### src/rtl/eda_local_max_scan.sv
// eda_local_max_scan
// Walks every pixel of an M x N image in row-major order, presents each
// centre address to an external window RAM, and emits one "is local maximum"
// flag per pixel through a valid/ready output register.
//
// state | meaning
// ------+---------------------------------------------------------------
// IDLE  | waiting for start; centre address and max_count hold
// SCAN  | one pixel loaded into the output register per load cycle
// DRAIN | last pixel loaded, waiting for its result to be accepted
// DONE  | one-cycle done pulse, then back to IDLE
module eda_local_max_scan #(
  parameter int M            = 16,
  parameter int N            = 16,
  parameter int PIXEL_WIDTH  = 8,
  parameter int WINDOW_WIDTH = 9,
  // A 1x1 image still needs a one-bit address bus.
  parameter int ADDR_WIDTH   = (M * N > 1) ? $clog2(M * N) : 1
) (
  input  logic                              clk,
  input  logic                              reset_n,
  input  logic                              start,
  output logic [ADDR_WIDTH-1:0]             center_addr,
  input  logic [PIXEL_WIDTH*WINDOW_WIDTH-1:0] window_values,
  input  logic [WINDOW_WIDTH-2:0]           neigh_addr_valid,
  output logic                              out_valid,
  input  logic                              out_ready,
  output logic [ADDR_WIDTH-1:0]             out_addr,
  output logic                              out_is_max,
  output logic                              busy,
  output logic                              done,
  output logic [ADDR_WIDTH:0]               max_count
);

  localparam int NUM_NEIGH = WINDOW_WIDTH - 1;
  localparam int CENTER_SLOT = NUM_NEIGH / 2;
  localparam logic [ADDR_WIDTH-1:0] LP_LAST_ADDR = ADDR_WIDTH'(M * N - 1);

  typedef enum logic [1:0] {
    IDLE  = 2'd0,
    SCAN  = 2'd1,
    DRAIN = 2'd2,
    DONE  = 2'd3
  } state_t;

  state_t                  r_state;
  state_t                  w_state_next;
  logic [ADDR_WIDTH-1:0]   r_center;
  logic                    r_out_valid;
  logic [ADDR_WIDTH-1:0]   r_out_addr;
  logic                    r_out_is_max;
  logic [ADDR_WIDTH:0]     r_max_count;

  logic [PIXEL_WIDTH-1:0]  w_center_px;
  logic [PIXEL_WIDTH-1:0]  w_neigh [NUM_NEIGH];
  logic                    w_is_max;
  logic                    w_load;
  logic                    w_handshake;
  logic                    w_last;

  // Load whenever scanning and the output register is empty or being drained.
  assign w_load      = (r_state == SCAN) && (!r_out_valid || out_ready);
  assign w_handshake = r_out_valid && out_ready;
  assign w_last      = (r_center == LP_LAST_ADDR);

  // Split the packed window: slot 0 (MSB) is upleft, the middle slot is the
  // centre, neighbours are numbered in the same order skipping the centre.
  always_comb begin
    int k;
    k = 0;
    w_center_px = window_values[(WINDOW_WIDTH-1-CENTER_SLOT)*PIXEL_WIDTH +: PIXEL_WIDTH];
    for (int n = 0; n < NUM_NEIGH; n++) begin
      k = (n < CENTER_SLOT) ? n : n + 1;
      w_neigh[n] = window_values[(WINDOW_WIDTH-1-k)*PIXEL_WIDTH +: PIXEL_WIDTH];
    end
  end

  // Centre is a maximum unless some valid neighbour is strictly larger;
  // plateaus therefore count as maxima.
  always_comb begin
    w_is_max = 1'b1;
    for (int n = 0; n < NUM_NEIGH; n++) begin
      if (neigh_addr_valid[NUM_NEIGH-1-n] && (w_neigh[n] > w_center_px)) begin
        w_is_max = 1'b0;
      end
    end
  end

  // State register.
  always_ff @(posedge clk) begin
    if (!reset_n) begin
      r_state <= IDLE;
    end else begin
      r_state <= w_state_next;
    end
  end

  // Next-state decode.
  always_comb begin
    w_state_next = r_state;
    case (r_state)
      IDLE:  if (start) w_state_next = SCAN;
      SCAN:  if (w_load && w_last) w_state_next = DRAIN;
      DRAIN: if (w_handshake) w_state_next = DONE;
      DONE:  w_state_next = IDLE;
      default: w_state_next = IDLE;
    endcase
  end

  // Centre address, output register and maxima counter.
  always_ff @(posedge clk) begin
    if (!reset_n) begin
      r_center     <= '0;
      r_out_valid  <= 1'b0;
      r_out_addr   <= '0;
      r_out_is_max <= 1'b0;
      r_max_count  <= '0;
    end else begin
      if ((r_state == IDLE) && start) begin
        r_center    <= '0;
        r_max_count <= '0;
      end else if (w_load) begin
        // The last address is kept rather than wrapping back to zero.
        if (!w_last) begin
          r_center <= r_center + 1'b1;
        end
        if (w_is_max) begin
          r_max_count <= r_max_count + 1'b1;
        end
      end

      if (w_load) begin
        r_out_valid  <= 1'b1;
        r_out_addr   <= r_center;
        r_out_is_max <= w_is_max;
      end else if (w_handshake) begin
        r_out_valid  <= 1'b0;
      end
    end
  end

  assign center_addr = r_center;
  assign out_valid   = r_out_valid;
  assign out_addr    = r_out_addr;
  assign out_is_max  = r_out_is_max;
  assign max_count   = r_max_count;
  assign busy        = (r_state != IDLE);
  assign done        = (r_state == DONE);

endmodule

### config.mk
export PLATFORM = sky130hd
export DESIGN_NAME = eda_local_max_scan
export DESIGN_NICKNAME = d
export VERILOG_FILES = /design/src/rtl/eda_local_max_scan.sv
export SDC_FILE = /design/constraint.sdc
export NUM_CORES = 1
export LEC_CHECK = 0
export ABC_AREA = 1
export ABC_CLOCK_PERIOD_IN_PS = 1970
export CELL_PAD_IN_SITES_DETAIL_PLACEMENT = 1
export CELL_PAD_IN_SITES_GLOBAL_PLACEMENT = 2
export CORE_UTILIZATION = 24
export CTS_CLUSTER_DIAMETER = 60
export DETAILED_ROUTE_END_ITERATION = 12
export PLACE_DENSITY_LB_ADDON = 0.1
export RECOVER_POWER = 50
export SLEW_MARGIN = 40
export SYNTH_ARGS = -nofsm -noshare
export SYNTH_HDL_FRONTEND = slang
export SYNTH_SLANG_ARGS = --single-unit
### constraint.sdc
create_clock -name clk -period 1.97 [get_ports clk]
set_input_delay 0.394 -clock clk [delete_from_list [all_inputs] [get_ports clk]]
set_output_delay 0.394 -clock clk [all_outputs]
set_load 0.05 [all_outputs]
==> impl_results.md <==
* Status: completed
* Synth top area share at between 20% and 30%
* Clock buffer depth at 2
* Placed Cells at roughly 750
* Worst path max stage delay at around 0.83 ns
* GRT Util Overall at between 10% and 20%
* Largest family of logic cells by synthesized area: simple AND/OR/NAND/NOR gates
* Crit path max-delay family: buffers and inverters
* Die height at ~120 um
* Worst slew margin at approximately 60%
* Crit path to: center_addr[1]
* H-tree Lvls at 2
* Fin. Hold Viols at 0
* Post-synthesis simple-gate area fraction at between 30% and 40%
* Worst hold start: out_is_max
* Post-Synthesis Net Count at 604
* Compound-Gate Fraction of Synth Area at about an eighth
* Ys async rst share at 0%
* Initial Util at about 25%
* Layout cells sized above 1 at a little over a third
* Post-synth EDFFs at 0
* Post-route insts no fill at ~770
* Worst slack at placement at -0.7274 ns
* Global route overflow at 0
* I/O Buffers at 112
* Largest cells by area after synthesis: ha_1 (29%), dfxtp_1 (19%), nand2_1 (14%)
* Cell Area, Placed at 4509 um^2
* Reg2reg setup slack at between 0.15 and 0.2 ns
* Via density per instance at roughly 4.6
* Worst skew pair latency at roughly 0.28 ns
* Layout area overhead at 86.29%
* Multiplexer area fraction after synthesis at 0%
* Xor/xnor cell area share of the yosys netlist at 0%
* N_diodes at 0
* F_max at roughly 0.53 GHz
* R2R cell count at 8
* Worst Path Arrival at 1.50 ns
* ANT nets after route at 0
* P_leak at ~2.6 nW
* Crit path depth at 1
* Cell area after layout at 5764 um^2
* CP Capture Type: primary output
* Initial DRC count at 36
* Clock skew at between 0.002 and 0.003 ns
* Pwr Density at about 640 nW/um^2
* Worst Setup SP: center_addr[1]
* Largest net degree at the start of global routing at 13
* Tmin final at between 1.5 and 2 ns
* Crit path buffers/inverters at 1
* Final Max Slew Viols at 0
* Synthesis warning total at 0
* Endpoints failing setup at 0
* Power Total at 3.693 mW
* Hold Buf Count CTS at 0
* Most numerous cell in the Yosys netlist: nand2_1
* Worst Hold Slack at approximately 0.48 ns
* Initial antenna violation count at 0
* Tightest Pin Transition at about 0.60 ns
* Setup ws final at slightly above 0.08 ns
* Data required time of the worst path at ~1.6 ns
* CTS buffer count at 5
* Die area at 13,350 um^2
* R2R Path End: center_addr[2]
* Die Wd at 115.5 um
* Critical Path Slowest Stage Cell: clkdlybuf4s50_1
* Clock slew at reported path FFs at roughly 0.050 ns
* # DRC at 0
* Period utilization at 95.92%
* Leading area contributor after synthesis: ha_1
* Max VDD drop at 586.3 uV
* Vias at between 3k and 4k
* Average size of a mapped cell at 6.891 um^2
* Synthesized flop and latch total at 29
* Clock Sinks at 29
* Netlist cell types at 34
* # IOs at 113
* Crit Reg-Reg Startpoint: r_state[1]
* CTS tree: done
* Synthesized cell area at between 3000 and 4000 um^2
* Synth Instances at 449
* Critical path, cell by cell: clkdlybuf4s50_1
* Sequential fraction of the synthesis area at 18.76%
* Routed length per instance at approximately 15 um
* Layout filler cell count at around 1.5k
* # rows at 41
* Crit path kind: reg2out
* Vias in the first global route at 3,695
* Wire length of the first global-routing pass at 17,840 um
* Final wirelength at roughly 12,000 um
* Crit-path max FO at 4
* Gpl congestion at 0.7349
* Core ar. at between 10,000 and 15,000 um^2
* CP Launch Type: register
* Detailed-router iteration count before antenna repair at 4
* DP HPWL at 8701 um
* Final net count at 750
* Hold crit path type: reg2reg
* Ys flop type: dfxtp_1
* Max_cap viols at 0
* Root buffer cell: clkbuf_16
* Synth top cells by count: nand2_1 (117), ha_1 (71), inv_1 (65), nor2_1 (44), a21oi_1 (34)
* Synth Area in Adders at between 20% and 30%
[placed cells by master, fill, tap and decap left out, types with 5 or more instances in the layout]
master / synthesis / layout
nand2_1: 117 / 75
buf_4: 0 / 15
dfxtp_1: 29 / 29
clkdlybuf4s50_1: 0 / 25
nand2_4: 0 / 5
a21boi_2: 0 / 6
nor2_4: 2 / 10
nand4_1: 8 / 8
o21a_1: 6 / 6
inv_1: 65 / 54
clkbuf_16: 0 / 5
ha_4: 0 / 47
dlymetal6s2s_1: 0 / 30
o21ai_0: 8 / 8
buf_12: 0 / 5
nor2_1: 44 / 29
nand3_2: 2 / 7
a21oi_2: 0 / 15
a21oi_1: 34 / 18
dlygate4sd2_1: 0 / 33
clkbuf_2: 0 / 7
clkbuf_1: 0 / 18
inv_2: 3 / 7
nor2_2: 3 / 10
ha_1: 71 / 22
buf_6: 1 / 9
nor3_1: 6 / 6
nand2_2: 8 / 45
[stage by stage]
step / utilization, % / TNS (ns)
after floorplan: - / 0
after global placement: 35.73 / -6.563
after global routing: 45.68 / -0.1293
final: 45.68 / 0
after CTS: 41.21 / 0
after detailed placement: 35.73 / -6.953
[cell families after synthesis]
kind of cell,count (synthesis)
fa+ha+maj,71
simple gates,208
flops,29
buf+inv,73
compound gates,68
[how the worst min path moves through the flow]
stage	endpoint	cells past startpoint
3_3_place_gp	out_is_max	2
4_1_cts	out_is_max	2
5_1_grt	out_addr[4]	2
2_1_floorplan	r_state[1]	2
3_5_place_dp	out_is_max	2
6_report	out_is_max	2
[state kept, by name (all words and copies together) (netlist names)]
name and cells:
center_addr 8, max_count 9, out_valid 1, r_state 2
out_is_max 1, out_addr 8
[final cells by class]
class | instances | area (um^2) | share of cell area, %
Multi-Input combinational cell | 347 | 3157 | 54.76
Timing Repair Buffer | 142 | 1338 | 23.20
Sequential cell | 29 | 580.6 | 10.07
Inverter | 70 | 301.5 | 5.231
Tap cell | 172 | 215.2 | 3.733
Clock buffer | 7 | 142.6 | 2.474
Clock inverter | 1 | 30.03 | 0.5209
[metal layers]
metal | wire (um) | share of wire [%] | GRT usage (%) | vias to the layer above
met2 | 6426 | 55 | 34.41 | 68
met4 | 217 | 1.8 | 4.156 | 0
met1 | 4687 | 40 | 19.54 | 1654
li1 | - | - | - | 1769
met5 | 0 | 0 | 0 | -
met3 | 449 | 3.8 | 1.987 | 12
[timing repair]
item / in CTS / in global routing
buffers inserted: 10 / 3
gates resized for setup: 132 / 154
pin swaps: 86 / 105
endpoints found under the setup margin: 10 / 10
gates cloned: 1 / 0
[power breakdown]
| group | switching, mW | internal (mW) | leakage, nW |
|---|---|---|---|
| Sequential | 0.0683 | 0.691 | 0.236 |
| Combinational | 1.20 | 0.827 | 2.32 |
| Clock | 0.278 | 0.631 | 0.0841 |
| Total | 1.54 | 2.15 | 2.64 |
Note: power is estimated with default switching activity, not from simulation.
==> edit, RTL diff (config.mk and constraints unchanged) <==
Put one more register stage on the output `max_count`. The value now appears one clock later. The other outputs are not delayed to match.
--- a/src/rtl/eda_local_max_scan.sv
+++ b/src/rtl/eda_local_max_scan.sv
@@ -143,7 +143,9 @@
   assign out_valid   = r_out_valid;
   assign out_addr    = r_out_addr;
   assign out_is_max  = r_out_is_max;
-  assign max_count   = r_max_count;
+  always_ff @(posedge clk) begin
+    max_count <= r_max_count;
+  end
   assign busy        = (r_state != IDLE);
   assign done        = (r_state == DONE);
 
Check against the original RTL: not equivalent (a bounded check fails within 4 cycles, from zero or initial values and one cycle with reset_n low).
==> edit against the unedited design <==
Setup slack improved by 42 ps. Sequential cell count is 9 higher. Wire length fell by 10%. Total power rose by 6.9%. Via count decreased by 2.7%. Design area grew 1.1%. Global-route usage is 2.0 points lower. Register-to-register slack improved by 70 ps. Synthesized area grew 6.3%. Maximum frequency rose by 2.3%. Largest cell class unchanged. Largest power group unchanged.
==> edit: results (changes against the unedited design) <==
** Critical path
- The flop-to-flop setup slack was 260 ps (+70 ps).
- The data arrival time at the worst-slack endpoint is 2030 ps (+530 ps).
- Endpoint of the lowest-slack register-to-register path :: r_state[1]
- Maximum cell stage delay along the critical path :: 310 ps (-520 ps)
- The highest net fanout along the worst path was 8 (+4).

** Timing
- The worst hold margin is 375 ps (-106 ps).
- Relative slew slack :: 0.603 (+0.00204)
- Final critical-path share of the clock period :: 0.938 (-0.0215)
- The worst clock skew was 4.49 ps (+1.59 ps).

** Global routing
- Vias in the first global route :: 3,616 (-2.1%)
- First-pass GRT wire length :: 17,200 µm (-3.8%)

** Detailed routing
- The mean routed wirelength per cell is 13.8 µm (-10%).
- The vias per cell is 4.43 (-2.9%).

** Power and ir drop
- The leakage dissipation was 0.00271 µW (+2.8%).
- The peak supply drop was 322 µV (-45%).

** Worst hold path
- WHS Endpoint :: max_count[6]
- The startpoint identified for the worst hold timing path is r_max_count[6].
- The instance count along the most critical hold path is 0 (-2).

** Synth
- The portion of the post-synthesis area used by sequential elements is 0.231 (+0.0436).
- After synthesis, the cell types taking the most area are ha_1 27%, dfxtp_1 23%, nand2_1 13%.
- Syn_nets :: 603 (-0.17%)
- Most common library cells after synthesis :: 111 x nand2_1, 71 x ha_1, 66 x inv_1, 44 x nor2_1, 38 x dfxtp_1
- Distinct cells, synth :: 38 (+12%)

** Placement
- The pre-CTS worst setup slack was -678 ps (+49.7 ps).
- The placer's final routability congestion estimate was 0.735 (about the same).
- Sum of net half-perimeters after detailed placement :: 8440 µm (-2.9%)

** Finish
- Proportion of layout cells with a drive suffix above 1 :: 0.314 (-0.0465)

** Outcome
- Run status :: finished, final reports clean
edit: changes by cell type after synthesis, sizes merged, moves of 2 or more:
cell / before / now
a211oi: 3 / 1
buf: 3 / 5
clkinv: 2 / 0
dfxtp: 29 / 38
nand2: 125 / 118
nand3: 11 / 13
nand4: 8 / 5
nor3: 12 / 9
nor4: 2 / 0
o21ai: 10 / 13
edit: repair_timing:
item	in CTS	in global routing
setup endpoints to repair	10	10
gates cloned	2	0
pin swaps	79	84
gates resized for setup	135	119
buffers inserted	7	3
edit: cells by family after synthesis:
logic type	Yosys count	share of synthesized area
AO/OA/AOI/OAI	70	0.126
XOR/XNOR	1	0.00266
buffers and inverters	72	0.0916
adder cells (fa/ha/maj)	71	0.270
AND/OR/NAND/NOR	196	0.279
flip-flops	38	0.231
edit: power by group through the flow:
stage / Sequential, µW / Combinational [µW] / Clock (µW)
final: 949 / 1920 / 1080
after detailed placement: 968 / 1740 / 0
after CTS: 952 / 1940 / 1110
after floorplan: 1260 / 747 / 0
after global routing: 971 / 2100 / 1140
after global placement: 965 / 1700 / 0
edit: metrics by stage:
step | total power [µW] | instances
floorplan | 2010 | 448
global placement | 2670 | 750
detailed placement | 2700 | 750
CTS | 4000 | 766
global route | 4220 | 769
finish | 3950 | 769
edit: metal layers:
layer | vias to the layer above | GRT usage | wire length [µm]
li1 | 1753 | - | -
met1 | 1577 | 0.169 | 4390
met2 | 69 | 0.298 | 5580
met3 | 8 | 0.0263 | 460
met4 | 0 | 0.0459 | 144
met5 | - | 0 | 0
edit: area by class of cell:
cell class | count | area [µm²]
diodes | 1 | 2.50
multi-input cells | 338 | 2950
repair buffers | 141 | 1410
inverters | 67 | 295
clock inverters | 2 | 60.1
fillers | 1556 | 7470
well taps | 176 | 220
flip-flops and latches | 38 | 761
clock buffers | 6 | 139
